### config.mk
export PLATFORM = sky130hd
export DESIGN_NAME = adpcm_a_bus_emulator
export DESIGN_NICKNAME = d
export VERILOG_FILES = /design/src/rtl/adpcm_a_bus_pkg.sv /design/src/rtl/adpcm_a_nibble_mux.sv /design/src/rtl/adpcm_a_bus_emulator.sv
export SDC_FILE = /design/constraint.sdc
export NUM_CORES = 1
export LEC_CHECK = 0
export BUFFER_PORTS_ARGS = -buffer_cell sky130_fd_sc_hd__buf_2
export CORE_MARGIN = 5
export CORE_UTILIZATION = 54
export DETAILED_ROUTE_END_ITERATION = 8
export GPL_ROUTABILITY_DRIVEN = 1
export PLACE_DENSITY_LB_ADDON = 0.3
export REMOVE_ABC_BUFFERS = 1
export SLEW_MARGIN = 20
export SYNTH_ARGS = -nofsm -noshare
export SYNTH_HDL_FRONTEND = slang
export SYNTH_SLANG_ARGS = --single-unit
### constraint.sdc
create_clock -name clk -period 2.5 [get_ports clk]
set_input_delay 0.25 -clock clk [delete_from_list [all_inputs] [get_ports clk]]
set_output_delay 0.25 -clock clk [all_outputs]
set_load 0.02 [all_outputs]
### src/rtl/adpcm_a_bus_pkg.sv
// adpcm_a_bus_pkg
// Definitions shared by the ADPCM-A bus emulator and the ADPCM-A memory
// reader: the PCM mux select codes, the emulator FSM state encoding and
// the width of the emulator's phase/timeout counter.
package adpcm_a_bus_pkg;

    // Address nibble selects presented by the reader on mux_sel.
    localparam logic [2:0] MUX_SEL_RAD3_0   = 3'b000;
    localparam logic [2:0] MUX_SEL_RAD7_4   = 3'b100;
    localparam logic [2:0] MUX_SEL_RA9_8    = 3'b101;
    localparam logic [2:0] MUX_SEL_RA23_20  = 3'b001;

    // PCM write-back selects. The reader holds MUX_SEL_PCM_LE_HI while it
    // drives the first (low) PCM nibble onto the YM I/O bus.
    localparam logic [2:0] MUX_SEL_PCM_LE_HI = 3'b011;
    localparam logic [2:0] MUX_SEL_PCM_LE_LO = 3'b010;

    // Wide enough for the largest legal TIMEOUT_CYCLES (1023) and
    // PHASE_CYCLES (255).
    localparam int CNT_W = 10;

    typedef enum logic [1:0] {
        ST_IDLE         = 2'd0,
        ST_ADDR_LO      = 2'd1,
        ST_ADDR_HI_WAIT = 2'd2
    } bus_state_t;

endpackage

### src/rtl/adpcm_a_nibble_mux.sv
// adpcm_a_nibble_mux
// Emulates the external PCM mux that feeds address nibbles back to the
// reader. The nibble is chosen from the latched transaction address by the
// reader's select and the current RMPX phase, and is registered so it
// appears one cycle after the select changes.
//
// Ports:
//   clk        system clock
//   reset      synchronous active-low reset
//   addr       latched 24-bit transaction address
//   phase      current RMPX level (1 = low address half, 0 = high half)
//   mux_sel    nibble select from the reader
//   mux_oe_n   mux output enable, active-low
//   nibble_out registered emulated mux output
module adpcm_a_nibble_mux
    import adpcm_a_bus_pkg::*;
(
    input  logic        clk,
    input  logic        reset,
    input  logic [23:0] addr,
    input  logic        phase,
    input  logic [2:0]  mux_sel,
    input  logic        mux_oe_n,
    output logic [3:0]  nibble_out
);

    logic [3:0] nibble_next;

    // While RMPX is high the RAD/RA pins carry address bits 9..0; after the
    // fall they carry bits 19..10. RA23_20 is not multiplexed by phase.
    always_comb begin
        nibble_next = 4'h0;
        if (!mux_oe_n) begin
            case (mux_sel)
                MUX_SEL_RAD3_0:  nibble_next = phase ? addr[3:0] : addr[13:10];
                MUX_SEL_RAD7_4:  nibble_next = phase ? addr[7:4] : addr[17:14];
                MUX_SEL_RA9_8:   nibble_next = phase ? {2'b00, addr[9:8]}
                                                     : {2'b00, addr[19:18]};
                MUX_SEL_RA23_20: nibble_next = addr[23:20];
                default:         nibble_next = 4'h0;
            endcase
        end
    end

    // One register stage models the mux propagation seen by the reader.
    always_ff @(posedge clk) begin
        if (!reset) begin
            nibble_out <= 4'h0;
        end else begin
            nibble_out <= nibble_next;
        end
    end

endmodule

### src/rtl/adpcm_a_bus_emulator.sv
// adpcm_a_bus_emulator
// Stands in for the YM2610 on the ADPCM-A ROM bus in the loopback self-test.
// A start request latches a byte address, drives RMPX high for the
// address-low phase, drops it, and then waits for the reader to write the
// two PCM nibbles back on the YM I/O bus. The captured byte is presented on
// data_out with a one-cycle data_valid pulse, or error pulses if the high
// nibble never arrives.
//
// Ports:
//   clk         system clock
//   reset       synchronous active-low reset
//   start       request one byte fetch (ignored while busy)
//   addr        byte address, latched on an accepted start
//   busy        high while a transaction is in flight
//   data_out    last captured PCM byte
//   data_valid  one-cycle pulse when data_out updates
//   error       one-cycle pulse on a missing high nibble
//   rmpx        RMPX level seen by the reader
//   mux_sel     PCM mux select from the reader
//   mux_oe_n    PCM mux output enable, active-low
//   nibble_out  emulated PCM mux output to the reader
//   ym_io_in    nibble driven by the reader on the YM I/O bus
//   ym_io_en    reader is driving the YM I/O bus
//   pcm_load    reader's strobe accompanying the high nibble
module adpcm_a_bus_emulator
    import adpcm_a_bus_pkg::*;
#(
    parameter int PHASE_CYCLES   = 16,
    parameter int TIMEOUT_CYCLES = 64
) (
    input  logic        clk,
    input  logic        reset,
    input  logic        start,
    input  logic [23:0] addr,
    output logic        busy,
    output logic [7:0]  data_out,
    output logic        data_valid,
    output logic        error,
    output logic        rmpx,
    input  logic [2:0]  mux_sel,
    input  logic        mux_oe_n,
    output logic [3:0]  nibble_out,
    input  logic [3:0]  ym_io_in,
    input  logic        ym_io_en,
    input  logic        pcm_load
);

    localparam logic [CNT_W-1:0] PHASE_LAST   = CNT_W'(PHASE_CYCLES - 1);
    localparam logic [CNT_W-1:0] TIMEOUT_LAST = CNT_W'(TIMEOUT_CYCLES - 1);

    bus_state_t       state;
    logic [CNT_W-1:0] count;
    logic [23:0]      addr_q;
    logic [3:0]       low_nibble;

    // Transaction sequencer. All outputs are registered; busy is updated on
    // the same edges that leave or enter IDLE so it always equals
    // (state != IDLE). Capturing the high nibble takes priority over the
    // timeout if both land on the same edge.
    always_ff @(posedge clk) begin
        if (!reset) begin
            state      <= ST_IDLE;
            count      <= '0;
            addr_q     <= '0;
            low_nibble <= 4'h0;
            busy       <= 1'b0;
            data_out   <= 8'h00;
            data_valid <= 1'b0;
            error      <= 1'b0;
            rmpx       <= 1'b0;
        end else begin
            data_valid <= 1'b0;
            error      <= 1'b0;
            case (state)
                ST_IDLE: begin
                    if (start) begin
                        addr_q <= addr;
                        rmpx   <= 1'b1;
                        busy   <= 1'b1;
                        count  <= '0;
                        state  <= ST_ADDR_LO;
                    end
                end
                ST_ADDR_LO: begin
                    if (count == PHASE_LAST) begin
                        rmpx  <= 1'b0;
                        count <= '0;
                        state <= ST_ADDR_HI_WAIT;
                    end else begin
                        count <= count + CNT_W'(1);
                    end
                end
                ST_ADDR_HI_WAIT: begin
                    if (ym_io_en && pcm_load) begin
                        data_out   <= {ym_io_in, low_nibble};
                        data_valid <= 1'b1;
                        busy       <= 1'b0;
                        count      <= '0;
                        state      <= ST_IDLE;
                    end else begin
                        // A repeated low-nibble write simply replaces the
                        // earlier one, which covers a reader that restarts.
                        if (ym_io_en && (mux_sel == MUX_SEL_PCM_LE_HI)) begin
                            low_nibble <= ym_io_in;
                        end
                        if (count == TIMEOUT_LAST) begin
                            error <= 1'b1;
                            busy  <= 1'b0;
                            count <= '0;
                            state <= ST_IDLE;
                        end else begin
                            count <= count + CNT_W'(1);
                        end
                    end
                end
                default: begin
                    rmpx  <= 1'b0;
                    busy  <= 1'b0;
                    count <= '0;
                    state <= ST_IDLE;
                end
            endcase
        end
    end

    adpcm_a_nibble_mux u_nibble_mux (
        .clk        (clk),
        .reset      (reset),
        .addr       (addr_q),
        .phase      (rmpx),
        .mux_sel    (mux_sel),
        .mux_oe_n   (mux_oe_n),
        .nibble_out (nibble_out)
    );

endmodule

==> results.ini <==
[final_layout]
areaGrowthSynthToFinish_pct = 15.2
nets = 376
drive_above_1_share_pct = 21.7
n_antenna_cell = 0
layout_common_cells = nand2_1 (76), dfxtp_1 (56), buf_2 (52)
final_common_cell = nand2_1

[clock_network]
root_buffer = clkbuf_8
clk_pin_slew_ns = 0.10
clock-sinks = 56
clk_latency_ns = 0.31
clock_path_buffers = 2
cts_tree = done
post_cts_resized = 0
cts_hold_buffers = 0
numCtsBuffers = 5
cts_setup_buffers = 0
h-tree-depth = 2

[route]
wl_um = 5720
drtIter0Drc = 82
routedWlPerCell_um = 14.7
drtPass1Iterations = 4
ant_nets = 0
viasPerCell = 5.66
num_vias = 2209
drc = 0

[timing]
period_share_pct = 86.7
fmax_ghz = 0.461
rsz0062_at_grt = no
timing_hold_violations_final = 0
whs_ns = 0.175
worst_pin_slew_ns = 0.827
max-slew-margin-rel_pct = 44.7
layout_min_cycle_time_ns = 2.17
drv_slew = 0
clock_skew_ns = 0.0112
setup_viol = 0
setup_tns_ns = 0

[global_routing]
antenna_found_initial = 0
grtUsageMet2_pct = 31.6
grt_max_degree = 48
grt_overflow = 0
busiest_layer = met2
grt_pass1_wl_um = 9710
grt_util_met1_pct = 25.3
grtUsageMet3_pct = 4.99
track_usage_pct = 19.5
grt_pass1_vias = 2119

[pwr]
p_leak_uw = 0.00116
power_density_mw_per_mm2 = 605
ir_drop_mv = 0.298

[floorplan]
dieArea_mm2 = 0.00624
ioPinCount = 53
rows = 25
coreArea_mm2 = 0.00466
initial_utilization_pct = 55.2
die_w_um = 79.0
die_h_um = 79.0

[logic_synthesis]
ys_seq_elements = 56
netlist_instances = 292
ys_warn_count = 0
synth-main-ff-cell = dfxtp_1
synth_cell_types = 43
ys_async_sr_fraction_pct = 0
ys_seq_area_share_pct = 43.6
netlist_area_mm2 = 0.00257
synth_edf_count = 0
syn_avg_cell_area_um2 = 8.81

[status]
status = complete, no violations

[critical_path]
arrival_ns = 2.41
worstSetupStartpointType = flop
path_max_fanout = 19
rr_worst_depth = 6
crit_required_ns = 2.74
endpoint_kind = flop
crit_type = flop to flop

[placed_design]
place_congestion = 0.863
port_buffers = 52
hpwl_um = 3950

[worst_hold_path]
min_delay_path_depth = 3
hold_path.class = input pin to flop

[run]
cap_viol_max_count = 0

==> registers in the layout, summed over array words and instances, names as in the netlist <==
| signal | cells |
|---|---|
| addr_q | 24 |
| busy | 1 |
| count | 10 |
| data_out | 8 |
| data_valid | 1 |
| error | 1 |
| low_nibble | 4 |
| rmpx | 1 |
| state | 2 |
| u_nibble_mux.nibble_out | 4 |
==> routing by layer <==
layer  share of wire [%]  vias to the layer above
li1                    -                     1099
met3                 5.4                        7
met5                   0                        -
met1                  46                     1048
met2                  47                       55
met4                 1.3                        0
==> final timing paths <==
check | slack (ns) | from | to
hold reg to reg | 0.47 | addr_q[14]$_SDFFE_PN0P_ | addr_q[14]$_SDFFE_PN0P_
hold / removal | 0.18 | addr[2] | addr_q[2]$_SDFFE_PN0P_
setup reg to reg | 0.33 | state[0]$_SDFFE_PN0P_ | count[6]$_SDFFE_PN0P_
setup / recovery | 0.33 | state[0]$_SDFFE_PN0P_ | count[6]$_SDFFE_PN0P_
==> logic make-up (layout without fill, tap and decap cells) <==
| kind of cell | count (synthesis) | in the layout | synth area share, % |
|---|---|---|---|
| AOI/OAI and AO/OA | 62 | 62 | 18.3 |
| adders and majority gates | 4 | 4 | 1.95 |
| buffers and inverters | 27 | 71 | 4.62 |
| DFF | 56 | 56 | 43.6 |
| muxes | 14 | 14 | 7.40 |
| and+or+nand+nor | 129 | 129 | 24.1 |
==> synthesized netlist by cell type, types with 3 or more instances <==
| cell | instances | share of area, % |
|---|---|---|
| dfxtp_1 | 56 | 44 |
| nand3_1 | 7 | 1.4 |
| a21boi_0 | 32 | 9.3 |
| o21ai_1 | 3 | 0.58 |
| and2_1 | 4 | 0.97 |
| nand2_1 | 76 | 11 |
| clkbuf_1 | 15 | 2.2 |
| nand4b_1 | 4 | 1.4 |
| nor2_1 | 7 | 1.0 |
| mux2i_1 | 10 | 3.9 |
| a21oi_1 | 5 | 0.97 |
| nand3b_1 | 3 | 0.88 |
| nor2b_1 | 7 | 1.7 |
| a41oi_1 | 3 | 1.0 |
| nand4_1 | 7 | 1.7 |
| nor4_1 | 3 | 0.73 |
| ha_1 | 4 | 1.9 |
| inv_1 | 7 | 1.0 |
| mux4_2 | 4 | 3.5 |
==> power by group <==
group | switching (µW) | total [µW] | internal, µW
Clock | 292 | 646 | 354
Combinational | 113 | 202 | 89.2
Sequential | 21.5 | 946 | 924
Total | 426 | 1790 | 1370
==> layout make-up <==
class | count | area (µm²)
multi-input cells | 209 | 1330
flip-flops and latches | 56 | 1120
inverters | 7 | 26.3
well taps | 54 | 67.6
clock inverters | 1 | 30.0
repair buffers | 56 | 290
clock buffers | 7 | 96.3
fillers | 402 | 1700
==> worst max-delay path, stage by stage, from the launching register on <==
cell	delay [ns]
dfxtp_1	0.34
inv_1	0.08
ha_1	0.23
a21boi_1	0.27
o32a_1	0.68
nand3_1	0.28
o211ai_1	0.23
==> metrics by stage <==
step	cell area, µm²	cells	total power, µW	worst slack, ns	utilization [%]
3_3_place_gp	2840	382	1160	0.455	60.9
4_1_cts	2960	390	1800	0.353	63.6
3_5_place_dp	2840	382	1170	0.370	60.9
6_report	2960	390	1790	0.332	63.6
5_1_grt	2960	390	1880	0.0544	63.6
2_1_floorplan	2480	272	1080	0.636	-
No activity file was read; power rests on OpenSTA's default activity.
